===== src/rtl/instr_fetch_unit.sv =====
// Instruction fetch front end: owns the PC, issues one imem request at a time,
// and holds each fetched word until decode accepts it, applying redirects on accept.
module instr_fetch_unit #(
   parameter logic [31:0] RESET_PC = 32'h0000_3000
) (
   input  logic        clk,
   input  logic        rst,
   output logic        imem_req,
   output logic [31:0] imem_addr,
   input  logic        imem_ack,
   input  logic [31:0] imem_rdata,
   output logic        instr_valid,
   input  logic        instr_ready,
   output logic [31:0] instr,
   output logic [5:0]  op,
   output logic [5:0]  funct,
   output logic [31:0] pc_out,
   output logic [31:0] pc_plus4,
   input  logic        branch_taken,
   input  logic [15:0] branch_imm,
   input  logic        jump,
   input  logic [25:0] jump_index,
   output logic [31:0] fetch_count
);

   localparam logic [1:0] IDLE  = 2'b00;
   localparam logic [1:0] FETCH = 2'b01;
   localparam logic [1:0] HOLD  = 2'b10;

   logic [1:0]  state_r, state_s;
   logic [31:0] pc_r, pc_s;
   logic [31:0] pc_out_r, pc_out_s;
   logic [31:0] instr_r, instr_s;
   logic [31:0] count_r, count_s;
   logic        req_r, req_s;
   logic        valid_r, valid_s;
   logic [31:0] pc_plus4_s;
   logic [31:0] br_target_s;
   logic [31:0] jmp_target_s;
   logic [31:0] redirect_s;

   assign pc_plus4_s   = pc_out_r + 32'd4;
   assign br_target_s  = pc_plus4_s + {{14{branch_imm[15]}}, branch_imm, 2'b00};
   assign jmp_target_s = {pc_plus4_s[31:28], jump_index, 2'b00};

   // Redirect priority: jump over taken branch over sequential fall-through.
   always_comb begin
      redirect_s = pc_plus4_s;
      if (jump) begin
         redirect_s = jmp_target_s;
      end else if (branch_taken) begin
         redirect_s = br_target_s;
      end else begin
         redirect_s = pc_plus4_s;
      end
   end

   // FSM next-state and datapath updates; req/valid are computed one edge ahead so they leave as flops.
   always_comb begin
      state_s  = state_r;
      pc_s     = pc_r;
      pc_out_s = pc_out_r;
      instr_s  = instr_r;
      count_s  = count_r;
      req_s    = req_r;
      valid_s  = valid_r;
      case (state_r)
         IDLE: begin
            state_s = FETCH;
            req_s   = 1'b1;
            valid_s = 1'b0;
         end
         FETCH: begin
            if (imem_ack) begin
               state_s  = HOLD;
               instr_s  = imem_rdata;
               pc_out_s = pc_r;
               req_s    = 1'b0;
               valid_s  = 1'b1;
            end else begin
               state_s = FETCH;
               req_s   = 1'b1;
               valid_s = 1'b0;
            end
         end
         HOLD: begin
            if (instr_ready) begin
               state_s = FETCH;
               pc_s    = {redirect_s[31:2], 2'b00};
               count_s = count_r + 32'd1;
               req_s   = 1'b1;
               valid_s = 1'b0;
            end else begin
               state_s = HOLD;
               req_s   = 1'b0;
               valid_s = 1'b1;
            end
         end
         default: begin
            state_s = IDLE;
            req_s   = 1'b0;
            valid_s = 1'b0;
         end
      endcase
   end

   // State registers; reset abandons any in-flight request.
   always_ff @(posedge clk or posedge rst) begin
      if (rst) begin
         state_r  <= IDLE;
         pc_r     <= RESET_PC;
         pc_out_r <= RESET_PC;
         instr_r  <= 32'd0;
         count_r  <= 32'd0;
         req_r    <= 1'b0;
         valid_r  <= 1'b0;
      end else begin
         state_r  <= state_s;
         pc_r     <= pc_s;
         pc_out_r <= pc_out_s;
         instr_r  <= instr_s;
         count_r  <= count_s;
         req_r    <= req_s;
         valid_r  <= valid_s;
      end
   end

   assign imem_req    = req_r;
   assign imem_addr   = pc_r;
   assign instr_valid = valid_r;
   assign instr       = instr_r;
   assign op          = instr_r[31:26];
   assign funct       = instr_r[5:0];
   assign pc_out      = pc_out_r;
   assign pc_plus4    = pc_plus4_s;
   assign fetch_count = count_r;

endmodule


===== config.mk =====
export PLATFORM = sky130hd
export DESIGN_NAME = instr_fetch_unit
export DESIGN_NICKNAME = d
export VERILOG_FILES = /design/src/rtl/instr_fetch_unit.sv
export SDC_FILE = /design/constraint.sdc
export NUM_CORES = 1
export LEC_CHECK = 0
export BUFFER_PORTS_ARGS = -buffer_cell sky130_fd_sc_hd__buf_4
export CAP_MARGIN = 20
export CORE_ASPECT_RATIO = 0.8
export CORE_MARGIN = 4
export CORE_UTILIZATION = 52
export DETAILED_ROUTE_END_ITERATION = 10
export PLACE_DENSITY_LB_ADDON = 0.12
export SLEW_MARGIN = 20
export SYNTH_ARGS = -nofsm -noshare
export SYNTH_HDL_FRONTEND = slang
export SYNTH_SLANG_ARGS = --single-unit

===== constraint.sdc =====
create_clock -name clk -period 5.3 [get_ports clk]
set_input_delay 1.325 -clock clk [delete_from_list [all_inputs] [get_ports clk]]
set_output_delay 1.325 -clock clk [all_outputs]
set_load 0.02 [all_outputs]

Word-level counts from Yosys, hierarchy flattened:

Index checks and enable logic that the tools add are counted.

* register bits: 128
* input port bits: 80
* output and inout port bits: 174
* logic and storage cells: 26

* add/subtract/negate cells: 3
* eq/ne operators: 2
* muxes and demuxes: 11
* reduce and logical (&&, ||, !) cells: 3

Operator list (number)
* $mux 32: 2
* $add 32x1->32 const B: 1
* $add 32x3->32 const B: 1
* $add 32x32->32: 1
* $pmux 2 s3: 1
* $mux 1: 4
* $mux 2: 2
* $reduce_and 2->1: 2
* $pmux 1 s3: 1
* $eq 2x1->1 const B: 1
* $eq 2x2->1 const B: 1
* $logic_not 2->1: 1
* $pmux 1 s2: 1

Longest topological paths before layout:

* depth in word-level cells: 4
* depth in mapped cells: 16
* depth with buffers taken out: 14

Worst setup path after synthesis:

No wires, ideal clock.

* kind: register -> register
* start: register pc_out_r[2] (netlist: pc_out[2])
* end: register pc_r[23] (netlist: imem_addr[23])
* library setup time: 124 ps
* data arrival time: 3639 ps
* data required time: 5176 ps
* path slack: 1537 ps
* stages on the path, launching flop included: 16
* buffers on the path: 1
* clock period less this slack: 3763 ps
* path through: dfrtp_1 ha_1 nand4_1 nor2b_1 clkbuf_1 nand4_1 xnor2_1 ha_1 and2_1 a221oi_1 o31a_1 o211ai_2 a21oi_1 xor2_1 nor2_1 a211o_1

* word-level cells in the longest chain between the ends: 4

RTL lines
* start: declaration: line 32 `logic [31:0] pc_out_r, pc_out_s;`
* start signal: assignment: line 120 `pc_out_r <= pc_out_s;`
* $add 32x3->32: line 42 `assign pc_plus4_s = pc_out_r + 32'd4;`
* named net pc_plus4[14]: line 18 `output logic [31:0] pc_plus4,`
* $add 32x32->32: line 43 `assign br_target_s = pc_plus4_s + {{14{branch_imm[15]}}, branch_imm, 2'b00};`
* $mux 32: line 51 `end else if (branch_taken) begin`
* $mux 32: line 49 `if (jump) begin`
* end signal: assignment: line 119 `pc_r <= pc_s;`
* end: declaration: line 31 `logic [31:0] pc_r, pc_s;`

The timed path passes the listed nets, and every way through them passes these cells.
A chain may end at the register's enable or synchronous reset.

Worst setup path after layout:

* start: register pc_out_r[2] (netlist: pc_out[2])
* end: output pc_plus4[28]

* word-level cells in the longest chain between the ends: 1

RTL lines (line)
* $add 32x3->32: 42
* end: declaration: 18

Every way passes these cells.

==> summary.txt <==
Yosys cell types -> 63
Congestion Overflow GR -> 0
Cell area after placement -> 9680 sq um
Hold Crit Class -> flip-flop to flip-flop
Post-synth EDFFs -> 0
Gate Count Post-Synth -> 778
Register Area -> 3180 sq um
Seq cells post-synth -> 127
Final hold viol count -> 0
Final setup violation count -> 0
Min cycle time layout -> 4.23 ns
Sequential fraction of the synthesis area -> 41.0%
Launch point of the worst hold path -> fetch_count[31]
Post-DR vias/cell -> 5.79
Worst setup SP type -> flip-flop
Crit path max fanout -> 10
Iteration-0 DRC Markers -> 668
Slowest-stage cell, CP -> nor2b_1
Crit-path leading delay family -> simple AND/OR/NAND/NOR gates
Crit path cell chain -> ha_1, nand4_1, nor2b_1, nand3_1, xnor2_1, buf_4
Largest net degree at the start of global routing -> 57
Vias in the first global route -> 6703
Area of the multi-input gates -> 4320 sq um
First-pass GRT wire length -> 36.8 mm
Antenna violations before repair -> 0
Worst Hold End -> fetch_count[31]
Clock buffer depth -> 2
Ys Warns -> 0
Post-Syn Area -> 7770 sq um
Most frequent cells in the layout -> buf_4 (252), dfrtp_1 (123), nand2_1 (72)
Final Skew -> 0.00934 ns
Final Wtd Congestion -> 0.930
Tot GR Track Use -> 27.6%
Die area -> 17000 sq um
CTS tree -> yes
Die Width -> 145 um
Antenna fix cells -> 0
Syn avg cell area -> 9.99 sq um
Root buf cell -> clkbuf_16
Buffers plus inverters on the worst setup path -> 1
Postcts setup bufs -> 0
Worst r2r path cells -> 14
Peak VDD IR -> 0.000366 V
Area growth syn-to-layout -> 31.6%
Status -> finished clean
# hold bufs at CTS -> 0
Hold depth -> 1
Via count -> 7001
Slew Viols, Final -> 0
Most used DFF post-synth -> dfrtp_1
RR Startpoint -> pc_out[2]
Post-CTS sizing -> 0
R2R setup slack -> 1.08 ns
Core ar. -> 14400 sq um
CP Data Required Time -> 3.97 ns
Detail Route Antenna Nets -> 0
CTS Sinks -> 127
Final WL -> 23.9 mm
Reg clk slew, reported paths -> 0.06 ns
IO Port Bufs -> 247
Share of cells above drive strength 1 -> 35.8%
Arrival time at the worst endpoint -> 2.91 ns
Endpoint class of the critical path -> output pin
Lkg Pwr -> 0.00484 uW
Fin area -> 10200 sq um
Worst-Margin Slew -> 0.977 ns
Chip Height -> 117 um
DP Wirelength -> 18.2 mm
Reg-to-Reg End -> imem_addr[31]
Mean routed wirelength per cell -> 19.7 um
Num CTS Buffers -> 17
Cell Rows -> 39
Worst-Skew Late Latency -> 0.42 ns
Asr flop ratio synth -> 100%
Setup_tns -> 0 ns
# DRC -> 0
First-pass iteration count of the detailed router -> 5
RSZ-0062 raised after global routing -> no
H-tree levels -> 4
Slew HR -> 34.8%
Initial Util -> 53.8%
PwrDens -> 639 nW/um^2
Fmax -> 236 MHz
CP peak stage delay -> 0.78 ns
Most common cell after layout, fill and taps aside -> buf_4
Fillers -> 1139
Post-layout net count -> 1134
Period Utilization, post-route -> 79.8%
Critical path class -> flip-flop to output pin
Maxcap violations -> 0
Ports -> 254
==> how the worst max path moves through the flow <==
stage                  startpoint  cells past startpoint              to  slack (ns)
floorplan                     rst                      1  fetch_count[0]        0.60
global placement    branch_imm[0]                     11   imem_addr[22]        1.22
detailed placement      pc_out[2]                     14   imem_addr[31]        1.20
CTS                     pc_out[2]                      6    pc_plus4[30]        1.10
global route            pc_out[2]                     13   imem_addr[22]        0.82
finish                  pc_out[2]                      6    pc_plus4[28]        1.07
==> state kept, by name, indices dropped and copies added, names as in the netlist <==
signal / cells
imem_addr: 30
fetch_count: 32
instr_valid: 1
pc_out: 30
state_r: 2
instr: 32
==> report_power, final <==
group	internal, uW	switching [uW]	leakage (uW)
Clock	619	476	0.000255
Combinational	1610	2080	0.00301
Sequential	1350	397	0.00157
==> cells in the mapped netlist (2+ instances only) <==
cell	instances	area share, %
dfrtp_1	123	40
nand2_1	73	3.5
mux2_2	62	9.0
xnor2_1	62	7.0
nor2_1	51	2.5
a21oi_1	45	2.9
ha_1	41	6.6
o21ai_0	37	2.4
nand3_1	33	2.1
nand4_1	21	1.7
clkbuf_1	19	0.92
xor2_1	19	2.1
buf_4	18	1.7
a21o_1	16	1.5
inv_1	14	0.68
and3_1	11	0.89
mux2i_1	10	1.3
o22ai_1	8	0.64
nor3_1	7	0.45
o21bai_1	7	0.68
or3_1	7	0.56
a211oi_1	6	0.58
a221oi_1	6	0.68
and2_1	5	0.40
nor2b_1	5	0.40
o211ai_1	5	0.48
o21a_1	5	0.48
or2_2	5	0.40
a31oi_1	4	0.32
dfstp_2	4	1.4
nand2b_1	4	0.32
a221o_1	3	0.39
a22oi_1	3	0.29
and4_1	3	0.34
buf_2	3	0.19
o31ai_1	3	0.29
a41oi_1	2	0.23
nor3b_1	2	0.19
nor4_1	2	0.16
==> metal layers <==
| metal | vias to the layer above | wire length, um | GRT usage [%] |
|---|---|---|---|
| met5 | - | 0 | 0 |
| met4 | 0 | 450 | 7.46 |
| met1 | 3372 | 10300 | 38.7 |
| met3 | 38 | 2170 | 6.75 |
| met2 | 355 | 10900 | 42.7 |
| li1 | 3236 | - | - |
==> stage by stage <==
stage	cells	hold WS, ns	total power (uW)	worst slack [ns]	util [%]
CTS	1209	0.485	6530	1.10	70.8
global placement	1177	0.466	5360	1.22	67.0
floorplan	783	0.515	4070	0.597	-
global route	1209	0.498	6910	0.824	70.8
detailed placement	1177	0.466	5410	1.20	67.0
finish	1209	0.488	6540	1.07	70.8
==> area by class of cell <==
cell class              count  area share [%]
multi-input cells         600            42.2
flip-flops and latches    127            31.1
repair buffers            252            18.5
clock buffers              19            4.33
well taps                 184            2.25
clock inverters            13            1.04
inverters                  14           0.538
==> logic make-up (layout without fill, tap and decap cells) <==
| logic type | Yosys count | after routing | synth area share, % |
|---|---|---|---|
| other cells | 1 | 6 | 0.0483 |
| flops | 127 | 127 | 41.0 |
| buf+inv | 56 | 298 | 3.72 |
| mux | 73 | 73 | 10.4 |
| compound gates | 163 | 163 | 13.6 |
| xor+xnor | 83 | 83 | 9.69 |
| simple gates | 233 | 233 | 14.7 |
| fa+ha+maj | 42 | 42 | 6.86 |
Power figures use the tool's default switching activity.
